==> config.mk <==
export PLATFORM = sky130hd
export DESIGN_NAME = cmul_seq
export DESIGN_NICKNAME = d
export VERILOG_FILES = /design/src/rtl/cmul_seq.sv
export SDC_FILE = /design/constraint.sdc
export NUM_CORES = 1
export LEC_CHECK = 0
export CORE_AREA = 8 8 140 142
export CTS_CLUSTER_DIAMETER = 40
export DETAILED_ROUTE_END_ITERATION = 6
export DIE_AREA = 0 0 148 150
export PLACE_DENSITY = 0.86
export SYNTH_ARGS = -nofsm -noshare
export SYNTH_HDL_FRONTEND = slang
export SYNTH_SLANG_ARGS = --single-unit
==> constraint.sdc <==
create_clock -name clk -period 7.45 [get_ports clk]
set_input_delay 1.49 -clock clk [delete_from_list [all_inputs] [get_ports clk]]
set_output_delay 1.49 -clock clk [all_outputs]
set_load 0.02 [all_outputs]
==> src/rtl/cmul_seq.sv <==
// Sequential complex-multiply block controller: fetches a+jb and a twiddle c+jd per op,
// drives an external 4-product multiplier and emits (ac-bd) + j(bc+ad) with a valid/ready handshake.
module cmul_seq #(
    parameter int LOGN = 4
) (
    input  logic            clk,
    input  logic            reset,
    input  logic            start,
    input  logic [LOGN:0]   op_len,
    input  logic [LOGN-1:0] tw_step,
    output logic [LOGN-1:0] rd_addr,
    output logic [LOGN-1:0] tw_addr,
    output logic            cm_en,
    input  logic [38:0]     cm_out1,
    input  logic [38:0]     cm_out2,
    input  logic [38:0]     cm_out3,
    input  logic [38:0]     cm_out4,
    output logic [39:0]     res_re,
    output logic [39:0]     res_im,
    output logic [LOGN-1:0] res_addr,
    output logic            res_valid,
    input  logic            res_ready,
    output logic            busy,
    output logic            done
);

    localparam logic [LOGN:0] N_PTS = {1'b1, {LOGN{1'b0}}};

    typedef enum logic [2:0] {
        S_IDLE = 3'd0,
        S_ADDR = 3'd1,
        S_EN   = 3'd2,
        S_WAIT = 3'd3,
        S_CAPT = 3'd4,
        S_OUT  = 3'd5,
        S_DONE = 3'd6
    } state_t;

    state_t          r_state;
    state_t          w_next;
    logic [LOGN:0]   r_i;
    logic [LOGN-1:0] r_t;
    logic [LOGN:0]   r_len;
    logic [LOGN-1:0] r_step;
    logic [LOGN-1:0] r_rd_addr;
    logic [LOGN-1:0] r_tw_addr;
    logic [39:0]     r_res_re;
    logic [39:0]     r_res_im;
    logic [LOGN-1:0] r_res_addr;

    logic [LOGN:0]   w_len_clamp;
    logic [LOGN:0]   w_i_nxt;
    logic [LOGN-1:0] w_t_nxt;

    assign w_len_clamp = (op_len > N_PTS) ? N_PTS : op_len;
    assign w_i_nxt     = r_i + {{LOGN{1'b0}}, 1'b1};
    // Twiddle index wraps modulo N through natural LOGN-bit overflow.
    assign w_t_nxt     = r_t + r_step;

    // State register.
    always_ff @(posedge clk) begin
        if (reset) begin
            r_state <= S_IDLE;
        end else begin
            r_state <= w_next;
        end
    end

    // Next-state decode.
    always_comb begin
        w_next = r_state;
        case (r_state)
            S_IDLE: begin
                if (start) begin
                    w_next = (w_len_clamp == {(LOGN+1){1'b0}}) ? S_DONE : S_ADDR;
                end else begin
                    w_next = S_IDLE;
                end
            end
            S_ADDR: w_next = S_EN;
            S_EN:   w_next = S_WAIT;
            S_WAIT: w_next = S_CAPT;
            S_CAPT: w_next = S_OUT;
            S_OUT: begin
                if (res_ready) begin
                    w_next = (w_i_nxt < r_len) ? S_ADDR : S_DONE;
                end else begin
                    w_next = S_OUT;
                end
            end
            S_DONE:  w_next = S_IDLE;
            default: w_next = S_IDLE;
        endcase
    end

    // Moore output decode from the state register.
    always_comb begin
        cm_en     = 1'b0;
        res_valid = 1'b0;
        busy      = 1'b1;
        done      = 1'b0;
        case (r_state)
            S_IDLE:  busy      = 1'b0;
            S_EN:    cm_en     = 1'b1;
            S_OUT:   res_valid = 1'b1;
            S_DONE:  done      = 1'b1;
            default: busy      = 1'b1;
        endcase
    end

    // Datapath: block parameters, op/twiddle indices, addresses and result registers.
    always_ff @(posedge clk) begin
        if (reset) begin
            r_i        <= '0;
            r_t        <= '0;
            r_len      <= '0;
            r_step     <= '0;
            r_rd_addr  <= '0;
            r_tw_addr  <= '0;
            r_res_re   <= '0;
            r_res_im   <= '0;
            r_res_addr <= '0;
        end else begin
            case (r_state)
                S_IDLE: begin
                    if (start) begin
                        r_len  <= w_len_clamp;
                        r_step <= tw_step;
                        r_i    <= '0;
                        r_t    <= '0;
                        if (w_next == S_ADDR) begin
                            r_rd_addr <= '0;
                            r_tw_addr <= '0;
                        end
                    end
                end
                S_CAPT: begin
                    r_res_re   <= {cm_out1[38], cm_out1} - {cm_out2[38], cm_out2};
                    r_res_im   <= {cm_out3[38], cm_out3} + {cm_out4[38], cm_out4};
                    r_res_addr <= r_i[LOGN-1:0];
                end
                S_OUT: begin
                    if (res_ready) begin
                        r_i <= w_i_nxt;
                        r_t <= w_t_nxt;
                        // Addresses only move when another op is issued, so they hold otherwise.
                        if (w_next == S_ADDR) begin
                            r_rd_addr <= w_i_nxt[LOGN-1:0];
                            r_tw_addr <= w_t_nxt;
                        end
                    end
                end
                default: begin
                end
            endcase
        end
    end

    assign rd_addr  = r_rd_addr;
    assign tw_addr  = r_tw_addr;
    assign res_re   = r_res_re;
    assign res_im   = r_res_im;
    assign res_addr = r_res_addr;

endmodule

After elaboration in Yosys (flattened, before gate mapping). Cells that the tools add are included.

Register bits after elaboration: 113. Bits of input ports: 169. Logic and storage cells: 57.

Add/subtract/negate cells: 4. Magnitude comparators: 2. Equality and inequality tests: 11. Muxes and demuxes: 24. Reduce and logical (&&, ||, !) cells: 6.

Operator list (count): $add A39 B39 Y40 (1); $sub A39 B39 Y40 (1); $mux W4 (8); $pmux W4 S2 (3); $pmux W3 S6 (1); $mux W5 (3); $mux W3 (4); $pmux W5 S2 (1); $eq A3 B3 Y1 const B (3); $ne A2 B2 Y1 const B (4); $eq A3 B1 Y1 const B (2); $eq A3 B2 Y1 const B (2); $add A5 B1 Y5 const B (1); $gt A5 B5 Y1 const B (1); $logic_not A5 Y1 (1); $lt A5 B5 Y1 (1); $reduce_and A5 Y1 (1); $add A4 B4 Y4 (1); $mux W1 (4); $logic_not A3 Y1 (1); $reduce_and A3 Y1 (1); $reduce_and A2 Y1 (1); $reduce_bool A2 Y1 (1).

Logic depth before layout (Yosys ltp). Gate-level depths: netlist of run 1.

Depth in word-level cells: 10. Mapped depth: 11. Depth with buffers taken out: 11.

Worst setup path after synthesis of run 1. OpenSTA, ideal clock, no wires.

Path type: input-to-reg. Start point: in cm_out3[0]. End point: reg r_res_im[38], in the netlist res_im[38]. Setup time: 127 ps. Data arrival time: 3765 ps. Data required time: 7323 ps. Setup slack: 3558 ps. Cell stages on the path: 11. Buffers on the path: 0. Cell sequence: ha_1 inv_1 fa_1 nor2b_1 o2111ai_1 a21o_1 a2111oi_4 o2111ai_1 a21oi_2 mux2i_1 or3b_1.

Longest elaborated chain between the ends: 1.

RTL lines: from (decl) (line 16) `input logic [38:0] cm_out3,`; $add A39 B39 Y40 (line 139) `r_res_im <= {cm_out3[38], cm_out3} + {cm_out4[38], cm_out4};`; to (signal assigned) (line 139); to (decl) (line 48) `logic [39:0] r_res_im;`.

Every way passes these cells. A chain may end at the register's enable or synchronous reset.

Worst setup path after layout of run 1. Ends and elaborated chain as after synthesis.

==> results by group, run 1 <==
Run
  – Max Cap Viol: 0

Synth
  – Mapped cell area: 0.00888 mm2
  – Syn nets: approximately 1500
  – Most frequent cells after synthesis: nand2_1, a21oi_1, dfxtp_1
  – Post-synth top area share: 25.5%
  – Cell taking the most area after synthesis: dfxtp_1
  – Synth async-reset ratio: 0%
  – Seq/Total Area, Yosys: between 20% and 30%
  – Warnings, synthesis: 0
  – #FFs+latches synth: between 100 and 150
  – Post-synth EDFFs: 0
  – Mean Syn Cell Area: between 7 and 8 um2
  – Cells after synthesis: about 1200
  – Main synth FF type: dfxtp_1
  – Most common cell in the netlist: nand2_1
  – Unique masters post-synth: between 70 and 80
  – Synth top area cells: dfxtp_1, ha_1, a21oi_1, nand2_1, a21o_1

Timing
  – RSZ-0062 raised after global routing: no
  – TNS Setup: 0 ps
  – Worst rel slew slack: 19.7%
  – Final worst-path cycle share: roughly three fifths
  – Tmin final: between 4000 and 5000 ps
  – Final Hold Fails: 0
  – Clk_skew: 11.5 ps
  – Final setup violation count: 0
  – Max Slew Vio Count: 0
  – F_max: roughly 0.23 GHz
  – Worst slew pin tran: about 1200 ps

Drt
  – Vias per Instance: 5.97
  – Residual DRC count: 0
  – Vias: approximately 10000
  – Drt wl/cell: ~19 um
  – Initial drt markers: approximately 690
  – Final WL: 31300 um
  – Remaining antenna violation count: 0
  – Router iterations before antenna repair: 7

Die
  – Core Region: 0.0175 mm2
  – DIE AREA: approximately 0.022 mm2
  – IO Count: approximately 270
  – Std cell rows: between 40 and 50
  – Die Height: ~150 um
  – Initial Utilization: between 50% and 60%
  – Width of the chip: around 150 um

Cells and area
  – Share of cells above drive strength 1: under 10%
  – Area Overhead vs Synth: 37.6%
  – Ant diodes: 0
  – # fillers: approximately 1500
  – NumNets Final: 1686

Placement
  – DP HPWL: between 20000 and 25000 um
  – Routability cong.: 0.928
  – # port buffers: 264

Power and ir drop
  – Switching Fraction: about two fifths
  – Clk network pwr share: slightly above 30%
  – Total design power: around 0.0027 W
  – Leak: between 4 and 5 nW
  – Worst VDD drop: 0.218 mV
  – Sw power: ~0.0011 W
  – Sequential Power Share: 28.3%
  – Combinational Power Share: ~41%
  – PD cells: around 220 mW/mm2
  – Int Pwr: ~0.0016 W

Clocking
  – CTS sink cnt: around 110
  – Htree depth: 4
  – CTS tree: built
  – Clk slew on worst S/H paths: around 60 ps
  – Clock Path Buffers: 2
  – Post-CTS repair timing setup buffer count: 0
  – Cells resized by post-CTS repair: 0
  – Clk_lat worst skew: 430 ps
  – Hold buffer count at cts: 0
  – Clock root buffer: clkbuf_16
  – CTS buffer count: 17

Worst setup path
  – Setup CP Type: in -> reg
  – CP Launch Type: primary input
  – Element type at the critical path end: register
  – Critical path fanouts, max: 4
  – Critical path's largest stage delay: approximately 460 ps
  – Reg-to-reg startpoint: r_state[2]$_SDFF_PP0_
  – R2r worst-path depth: 7
  – Most frequent CP cell: o2111ai_1
  – RR Endpoint: res_re[36]$_SDFFE_PP0P_
  – CP arrival: around 4700 ps
  – Slowest cell on the critical path: clkdlybuf4s50_1
  – Worst Setup SP: cm_out3[0]
  – R2R setup slack: about 4500 ps
  – CP required: around 7800 ps
  – CP Capture Point: res_im[38]$_SDFFE_PP0P_
  – Worst path cell trace: clkdlybuf4s50_1 -> ha_1 -> inv_1 -> fa_1 -> nor2b_1 -> o2111ai_1 -> a21o_1 -> a2111oi_4 -> o2111ai_1 -> a21oi_2 -> mux2i_1 -> or3b_1

Outcome
  – Outcome: finished clean

Worst hold path
  – Hold Crit Depth: 2
  – Hold crit path type: reg -> reg

GRT
  – Tot GR Track Use: ~27%
  – Vias in the first global route: ~10000
  – First-pass GRT wire length: 49300 um
  – GR Overflow Total: 0
  – Antenna violations before repair: 0
  – Largest net degree at the start of global routing: 70
-- final cells by class --
class	count	area [um2]	share of cell area, %
clock inverter	15	154	1.26
sequential	113	2260	18.5
clock buffer	17	425	3.48
tap	229	287	2.35
timing repair buffer	270	2690	22.0
inverter	77	289	2.37
multi-input combinational	949	6110	50.0
-- per-layer routing --
layer | global-route usage, % | up-vias | part of all wire, %
li1 | - | 4803 | -
met4 | 10.6 | 0 | 3.3
met2 | 48.4 | 496 | 49
met1 | 29.7 | 4598 | 39
met3 | 8.92 | 80 | 9.0
met5 | 0 | - | 0
-- cell usage in the layout (no fill, tap or decap), types with 7 or more instances in the layout --
cell type	n
a211oi_1	19
a21o_1	42
a21oi_1	145
a31o_2	7
a31oi_1	17
and3_1	9
buf_4	7
clkbuf_16	17
clkdlybuf4s50_1	263
dfxtp_1	113
ha_1	86
inv_1	76
nand2_1	167
nand3_1	42
nand3b_1	7
nand4_1	24
nor2_1	65
nor2b_1	13
nor3_1	29
nor4_1	8
o211ai_1	7
o21a_1	15
o21ai_0	53
o21ai_1	8
o21bai_1	10
o31ai_1	9
or3_1	12
xnor2_1	34
xor2_1	17
-- how the worst min path moves through the flow --
stage | startpoint | endpoint | slack (ps)
3_5_place_dp | res_im[34]$_SDFFE_PP0P_ | res_im[34]$_SDFFE_PP0P_ | 450
6_report | res_re[5]$_SDFFE_PP0P_ | res_re[5]$_SDFFE_PP0P_ | 450
3_3_place_gp | res_re[23]$_SDFFE_PP0P_ | res_re[23]$_SDFFE_PP0P_ | 430
2_1_floorplan | r_len[0]$_SDFFE_PP0P_ | r_len[0]$_SDFFE_PP0P_ | 430
5_1_grt | r_len[0]$_SDFFE_PP0P_ | r_len[0]$_SDFFE_PP0P_ | 470
4_1_cts | res_re[11]$_SDFFE_PP0P_ | res_re[11]$_SDFFE_PP0P_ | 450
-- flip-flops by register name (all words and copies together), names as in the netlist --
register / count
r_i: 5
rd_addr: 4
r_len: 5
tw_addr: 4
res_im: 40
r_t: 4
res_re: 40
r_step: 4
res_addr: 4
r_state: 3
-- worst max-delay path, delay by kind of cell --
family | cells | cell delay, ps
AOI/OAI and AO/OA | 5 | 1450
muxes | 1 | 80
adders and majority gates | 2 | 550
buffers and inverters | 2 | 520
and+or+nand+nor | 2 | 570
-- per-stage QoR --
stage          cells  hold WS (ps)  cell area (um2)  utilization, %  setup slack [ps]
3_3_place_gp    1638           431            11600            66.4              2770
6_report        1670           454            12200            69.7              3100
4_1_cts         1670           453            12200            69.7              3130
2_1_floorplan   1197           432             8880               -              3560
5_1_grt         1670           469            12200            69.7              2920
3_5_place_dp    1638           445            11600            66.4              2690
-- cells by family (layout without fill, tap and decap cells) --
logic type      Yosys count  after routing  share of synthesized area [%]
mux                       3              3                          0.338
simple gates            407            407                           21.6
compound gates          399            399                           29.0
buf+inv                 135            379                           5.78
xor+xnor                 51             51                           5.03
fa+ha+maj                89             89                           12.8
flops                   113            113                           25.5
-- power by group through the flow --
stage | clock network (W) | logic, W | registers, W
final | 0.000815 | 0.00111 | 0.000762
after global routing | 0.000852 | 0.00120 | 0.000773
after CTS | 0.000817 | 0.00111 | 0.000760
after detailed placement | 0 | 0.00109 | 0.000771
after global placement | 0 | 0.00108 | 0.000769
after floorplan | 0 | 0.000582 | 0.000843
Power figures use the tool's default switching activity.
==> run 2, diff against run 1 <==
Settings changed: CORE_AREA 8 8 140 142 to 8 8 152 154, DIE_AREA 0 0 148 150 to 0 0 160 162, PLACE_DENSITY 0.86 to 0.77.
Clock period 7.45 ns to 3.7 ns, I/O delays scaled along.
==> run 2 against run 1 <==
Clock-buffer cell count did not move. Non-clock buffer count rose by 30. Critical path type unchanged. Highest routed layer unchanged. Hold slack got worse by 3.4 ps. Clock skew fell by 1.2 ps. Core utilization fell by 9.0 points. Worst setup slack got worse by 2800 ps. Critical path depth did not move. Via count fell by 1.3%. Final cell count rose by 4.6%. Sequential cell count did not move. Sequential power rose by 100%.
==> results by group, run 2 (same netlist as run 1, synthesis figures left out) <==
Clocking
  – Clock Path Buffers: 2 (unchanged)
  – CTS tree: built
  – Clock root buffer: clkbuf_16
  – CTS sink cnt: 113 (unchanged)
  – Clk slew on worst S/H paths: 60 ps (about the same)
  – Cells resized by post-CTS repair: 0 (unchanged)
  – Htree depth: 4 (unchanged)
  – Post-CTS repair timing setup buffer count: 0 (unchanged)
  – Clk_lat worst skew: 410 ps (-20 ps)
  – CTS buffer count: 17 (unchanged)
  – Hold buffer count at cts: 0 (unchanged)

Worst setup path
  – Worst Setup SP: cm_out3[0]
  – CP required: 4000 ps (-3760 ps)
  – CP Launch Type: primary input
  – Critical path fanouts, max: 4 (unchanged)
  – Buffers & Inverters on Critical Path: 2 (unchanged)
  – Reg-to-reg startpoint: r_i[0]$_SDFFE_PP0P_
  – Element type at the critical path end: register
  – CP Capture Point: res_im[38]$_SDFFE_PP0P_
  – RR Endpoint: tw_addr[3]$_SDFFE_PP0P_
  – R2r worst-path depth: 10 (+3)
  – Slowest cell on the critical path: clkdlybuf4s50_1
  – Critical path's largest stage delay: 460 ps (about the same)
  – R2R setup slack: 800 ps (-3660 ps)
  – CP arrival: 3730 ps (-930 ps)
  – Critical path depth: 12 (unchanged)
  – Setup CP Type: in -> reg
  – Worst path cell trace: clkdlybuf4s50_1 -> ha_1 -> inv_1 -> fa_1 -> nor2b_1 -> o2111ai_1 -> a21o_1 -> a2111oi_4 -> o2111ai_1 -> a21oi_2 -> mux2i_1 -> or3b_1
  – Top cell family by delay on the critical path: compound AO/OA/AOI/OAI gates
  – Most frequent CP cell: o2111ai_1

Cells and area
  – Share of cells above drive strength 1: 5.78% (+2.0 points)
  – Most frequent cells in the layout: clkdlybuf4s50_1, nand2_1, a21oi_1
  – Area Overhead vs Synth: 41.5%
  – Most common cell after layout, fill and taps aside: clkdlybuf4s50_1
  – Final std cells w/o fill: 1746 (+4.6%)
  – NumNets Final: 1716 (+1.8%)
  – Ant diodes: 0 (unchanged)

Power and ir drop
  – PD cells: 449 mW/mm2 (+100%)
  – Sequential Power Share: 27.2% (-1.1 points)
  – Clk network pwr share: 32.2% (+1.9 points)
  – Sw power: 0.00206 W (+95%)
  – Combinational Power Share: 40.6% (-0.8 points)
  – Leak: 5.15 nW (+3.6%)
  – Switching Fraction: 36.5% (-2.8 points)
  – Worst VDD drop: 0.257 mV (+18%)
  – Int Pwr: 0.00358 W (+120%)

Drt
  – Vias per Instance: 5.64 (-5.6%)
  – Remaining antenna violation count: 0 (unchanged)
  – Router iterations before antenna repair: 7 (unchanged)
  – Initial drt markers: 607 (-13%)
  – Drt wl/cell: 17.8 um (-4.7%)
  – Final WL: 31200 um (-0.39%)
  – Vias: 9849 (-1.3%)
  – Residual DRC count: 0 (unchanged)

Placement
  – Routability cong.: 0.922 (-0.64%)
  – Inst Count DP: 1714 (+4.6%)
  – DP HPWL: 24300 um (+3.3%)
  – Setup slack at placement: -156 ps (-2840 ps)
  – # port buffers: 264 (unchanged)

Die
  – Width of the chip: 160 um (+8.1%)
  – Std cell rows: 53 (+8.2%)
  – Initial Utilization: 42.9% (-7.7 points)
  – DIE AREA: 0.0259 mm2 (+17%)
  – Die Height: 162 um (+8.0%)
  – IO Count: 265 (unchanged)
  – Core Region: 0.0207 mm2 (+18%)

GRT
  – GR Overflow Total: 0 (unchanged)
  – First-pass GRT wire length: 49900 um (+1.2%)
  – Vias in the first global route: 9749 (-2.7%)
  – Tot GR Track Use: 23.4% (-3.9 points)
  – Antenna violations before repair: 0 (unchanged)
  – Largest net degree at the start of global routing: 59 (-16%)

Timing
  – Worst slew pin tran: 664 ps (-539 ps)
  – Worst rel slew slack: 55.7% (+36 points)
  – Final Hold Fails: 0 (unchanged)
  – Final worst-path cycle share: approximately 93%
  – Min Hold Slack: 451 ps (-3.43 ps)
  – Max Slew Vio Count: 0 (unchanged)
  – F_max: about 0.29 GHz
  – Worst setup margin: 266 ps (-2830 ps)
  – Clk_skew: 10.3 ps (-1.22 ps)
  – TNS Setup: 0 ps (unchanged)
  – Final setup violation count: 0 (unchanged)
  – Tmin final: 3430 ps
  – RSZ-0062 raised after global routing: no

Outcome
  – Outcome: finished clean

Worst hold path
  – Hold Crit Depth: 2 (unchanged)
  – Hold crit path type: reg -> reg

Run
  – Max Cap Viol: 0 (unchanged)
-- run 2: worst min-delay path by stage --
stage	startpoint	to	slack [ps]
global route	res_im[5]$_SDFFE_PP0P_	res_im[5]$_SDFFE_PP0P_	460
finish	res_im[34]$_SDFFE_PP0P_	res_im[34]$_SDFFE_PP0P_	450
global placement	res_re[23]$_SDFFE_PP0P_	res_re[23]$_SDFFE_PP0P_	430
CTS	res_im[5]$_SDFFE_PP0P_	res_im[5]$_SDFFE_PP0P_	450
detailed placement	res_im[5]$_SDFFE_PP0P_	res_im[5]$_SDFFE_PP0P_	440
floorplan	r_len[0]$_SDFFE_PP0P_	r_len[0]$_SDFFE_PP0P_	430
-- run 2: through the flow --
step           util [%]  power [W]  area [um2]
2_1_floorplan         -    0.00287        8880
3_3_place_gp       57.6    0.00380       11900
3_5_place_dp       57.6    0.00382       11900
4_1_cts            60.7    0.00566       12600
5_1_grt            60.7    0.00595       12600
6_report           60.7    0.00563       12600
-- run 2: routing by layer --
layer | global-route usage, % | vias up | share of wire [%]
li1 | - | 4870 | -
met3 | 6.13 | 68 | 7.5
met2 | 40.0 | 421 | 48
met5 | 0 | - | 0
met1 | 27.2 | 4490 | 41
met4 | 10.0 | 0 | 3.4
-- run 2: area by class of cell --
type,count,area (um2)
Tap cell,275,344
Sequential cell,113,2260
Clock inverter,15,215
Clock buffer,17,425
Timing Repair Buffer,300,2910
Inverter,77,289
Fill cell,1854,8130
Multi-Input combinational cell,949,6110
-- run 2: worst min-delay path, delay by kind of cell (launching register included) --
family	cells	cell delay, ps
simple gates	1	50
flops	1	310
compound gates	1	50
-- run 2: power groups by stage --
stage	clock (W)	combinational (W)	sequential (W)
final	0.00182	0.00228	0.00153
after global routing	0.00190	0.00249	0.00156
after CTS	0.00184	0.00228	0.00153
after detailed placement	0	0.00227	0.00155
after global placement	0	0.00225	0.00155
after floorplan	0	0.00117	0.00170
==> run 3, diff against run 2 <==
Settings changed: CORE_AREA 8 8 152 154 to 8 8 150 152, CTS_BUF_LIST set to sky130_fd_sc_hd__clkbuf_8, DIE_AREA 0 0 160 162 to 0 0 158 160, PLACE_DENSITY 0.77 to 0.79.
==> run 3 against run 2 <==
Final cell count fell by 0.29%. Sequential share of layout area rose by 0.30 points. Fmax rose by 0.66%. Design area fell by 1.6%. Core utilization rose by 0.95 points. Register-to-register slack improved by 110 ps.
==> results by group, run 3 (same netlist as run 1, synthesis figures left out) <==
Worst setup path
  – Buffers & Inverters on Critical Path: 2 (unchanged)
  – Worst path cell trace: clkdlybuf4s50_1 -> ha_1 -> inv_1 -> fa_1 -> nor2b_1 -> o2111ai_1 -> a21o_1 -> a2111oi_4 -> o2111ai_1 -> a21oi_2 -> mux2i_1 -> or3b_1
  – Critical path fanouts, max: 4 (unchanged)
  – Most frequent CP cell: o2111ai_1
  – Critical path's largest stage delay: 470 ps (about the same)
  – Top cell family by delay on the critical path: compound AO/OA/AOI/OAI gates
  – Setup CP Type: in -> reg
  – CP Launch Type: primary input
  – R2R setup slack: 910 ps (+110 ps)
  – CP required: 4040 ps (+40 ps)
  – Slowest cell on the critical path: clkdlybuf4s50_1
  – Element type at the critical path end: register
  – CP arrival: 3750 ps (+20 ps)

Timing
  – RSZ-0062 raised after global routing: no
  – Final Hold Fails: 0 (unchanged)
  – F_max: 0.293 GHz (+0.66%)
  – Max Slew Vio Count: 0 (unchanged)
  – Tmin final: 3410 ps (-22.5 ps)
  – Final worst-path cycle share: 92.2% (-0.61 points)
  – Worst rel slew slack: 53.3% (-2.4 points)
  – Worst slew pin tran: 701 ps (+36.7 ps)
  – Clk_skew: 8.98 ps (-1.35 ps)
  – Final setup violation count: 0 (unchanged)

Placement
  – # port buffers: 264 (unchanged)
  – Routability cong.: 0.916 (-0.73%)
  – Inst Count DP: 1709 (-0.29%)
  – DP HPWL: 24800 um (+2.1%)

Clocking
  – CTS sink cnt: 113 (unchanged)
  – Htree depth: 4 (unchanged)
  – CTS buffer count: 17 (unchanged)
  – Cells resized by post-CTS repair: 0 (unchanged)
  – Clk_lat worst skew: 450 ps (+40 ps)
  – Post-CTS repair timing setup buffer count: 0 (unchanged)
  – Hold buffer count at cts: 0 (unchanged)
  – CTS tree: built
  – Clock Path Buffers: 2 (unchanged)
  – Clock root buffer: clkbuf_8
  – Clk slew on worst S/H paths: 80 ps (+20 ps)

GRT
  – First-pass GRT wire length: 50000 um (+0.16%)
  – Antenna violations before repair: 0 (unchanged)
  – GR Overflow Total: 0 (unchanged)
  – Tot GR Track Use: 24.6% (+1.2 points)
  – Largest net degree at the start of global routing: 63 (+6.8%)
  – Vias in the first global route: 9918 (+1.7%)

Drt
  – Initial drt markers: 709 (+17%)
  – Remaining antenna violation count: 0 (unchanged)
  – Uppermost layer routed: met4
  – Vias: 9933 (+0.85%)
  – Drt wl/cell: 18.3 um (+2.4%)
  – Met3 wire length: 2660 um (+13%)
  – Router iterations before antenna repair: 6 (-1)
  – Residual DRC count: 0 (unchanged)
  – Met2 WL post-DR: 15500 um (+4.0%)
  – Wl on met1: 12700 um (-1.6%)
  – Vias per Instance: 5.71 (+1.1%)
  – Final WL: 31800 um (+2.1%)

Die
  – Std cell rows: 52 (-1.9%)
  – Width of the chip: 158 um (-1.3%)
  – DIE AREA: 0.0253 mm2 (-2.5%)
  – Initial Utilization: 44.3% (+1.4 points)
  – Core Region: 0.0200 mm2 (-3.1%)
  – IO Count: 265 (unchanged)
  – Die Height: 160 um (-1.2%)

Power and ir drop
  – Worst VDD drop: 0.223 mV (-13%)
  – Clk network pwr share: 26.3% (-5.9 points)
  – Int Pwr: 0.00313 W (-13%)
  – PD cells: 419 mW/mm2 (-6.5%)
  – Switching Fraction: 39.7% (+3.2 points)
  – Leak: 5.05 nW (-1.9%)
  – Sequential Power Share: 29.5% (+2.3 points)
  – Combinational Power Share: 44.1% (+3.5 points)
  – Sw power: 0.00205 W (about the same)

Cells and area
  – Register Area: 0.00226 mm2 (unchanged)
  – Area Overhead vs Synth: 39.2%
  – Final core utilization: 61.6% (+0.95 points)
  – Multi-input logic area: 0.00611 mm2 (unchanged)
  – Most common cell after layout, fill and taps aside: clkdlybuf4s50_1
  – Most frequent cells in the layout: clkdlybuf4s50_1, nand2_1, a21oi_1
  – Final std cells w/o fill: 1741 (-0.29%)
  – NumNets Final: 1716 (unchanged)
  – Ant diodes: 0 (unchanged)
  – # fillers: 1850 (-0.22%)
  – Share of cells above drive strength 1: 5.78% (unchanged)

Run
  – Max Cap Viol: 0 (unchanged)

Worst hold path
  – Hold crit path type: reg -> reg

Outcome
  – Outcome: finished clean
run 3: cell types whose count changed in the layout (fill, tap and decap cells not counted):
cell,change
clkbuf_16,-17
clkbuf_8,+17
clkinv_2,-4
inv_6,+3
bufinv_16,-1
clkinv_4,+1
clkinvlp_4,+1
run 3: worst paths after layout:
path	start	end	depth (start not counted)
max	cm_out3[0]	res_im[38]$_SDFFE_PP0P_	12
min	res_re[23]$_SDFFE_PP0P_	res_re[23]$_SDFFE_PP0P_	2
max reg2reg	r_i[0]$_SDFFE_PP0P_	rd_addr[0]$_SDFFE_PP0P_	10
min reg2reg	res_re[23]$_SDFFE_PP0P_	res_re[23]$_SDFFE_PP0P_	2
run 3: power groups by stage:
stage,Combinational [W],Clock (W),Sequential (W)
global route,0.00249,0.00145,0.00156
finish,0.00229,0.00136,0.00153
floorplan,0.00117,0,0.00170
CTS,0.00228,0.00138,0.00153
detailed placement,0.00227,0,0.00155
global placement,0.00224,0,0.00155
run 3: stage by stage:
stage | hold WS (ps) | power, W | area (um2) | TNS (ps) | worst slack (ps)
2_1_floorplan | 432 | 0.00287 | 8880 | 0 | 558
3_3_place_gp | 431 | 0.00379 | 11900 | -299 | -110
3_5_place_dp | 440 | 0.00382 | 11900 | -490 | -163
4_1_cts | 454 | 0.00519 | 12400 | 0 | 322
5_1_grt | 471 | 0.00549 | 12400 | 0 | 172
6_report | 447 | 0.00518 | 12400 | 0 | 288
run 3: area by class of cell:
cell class              count  share of cell area (%)
clock buffers              17                    1.89
clock inverters            15                    1.68
inverters                  77                    2.34
multi-input cells         949                    49.5
flip-flops and latches    113                    18.3
well taps                 270                    2.73
repair buffers            300                    23.6
run 3: layer usage:
metal	GRT usage (%)	vias to the layer above
li1	-	4858
met1	27.2	4597
met2	43.1	406
met3	7.42	72
met4	9.73	0
met5	0	-
run 3: tightest hold or removal path, stage by stage, from the launching register on:
cell and delay (ps):
dfxtp_1 310, nand2_1 50, o21ai_1 50
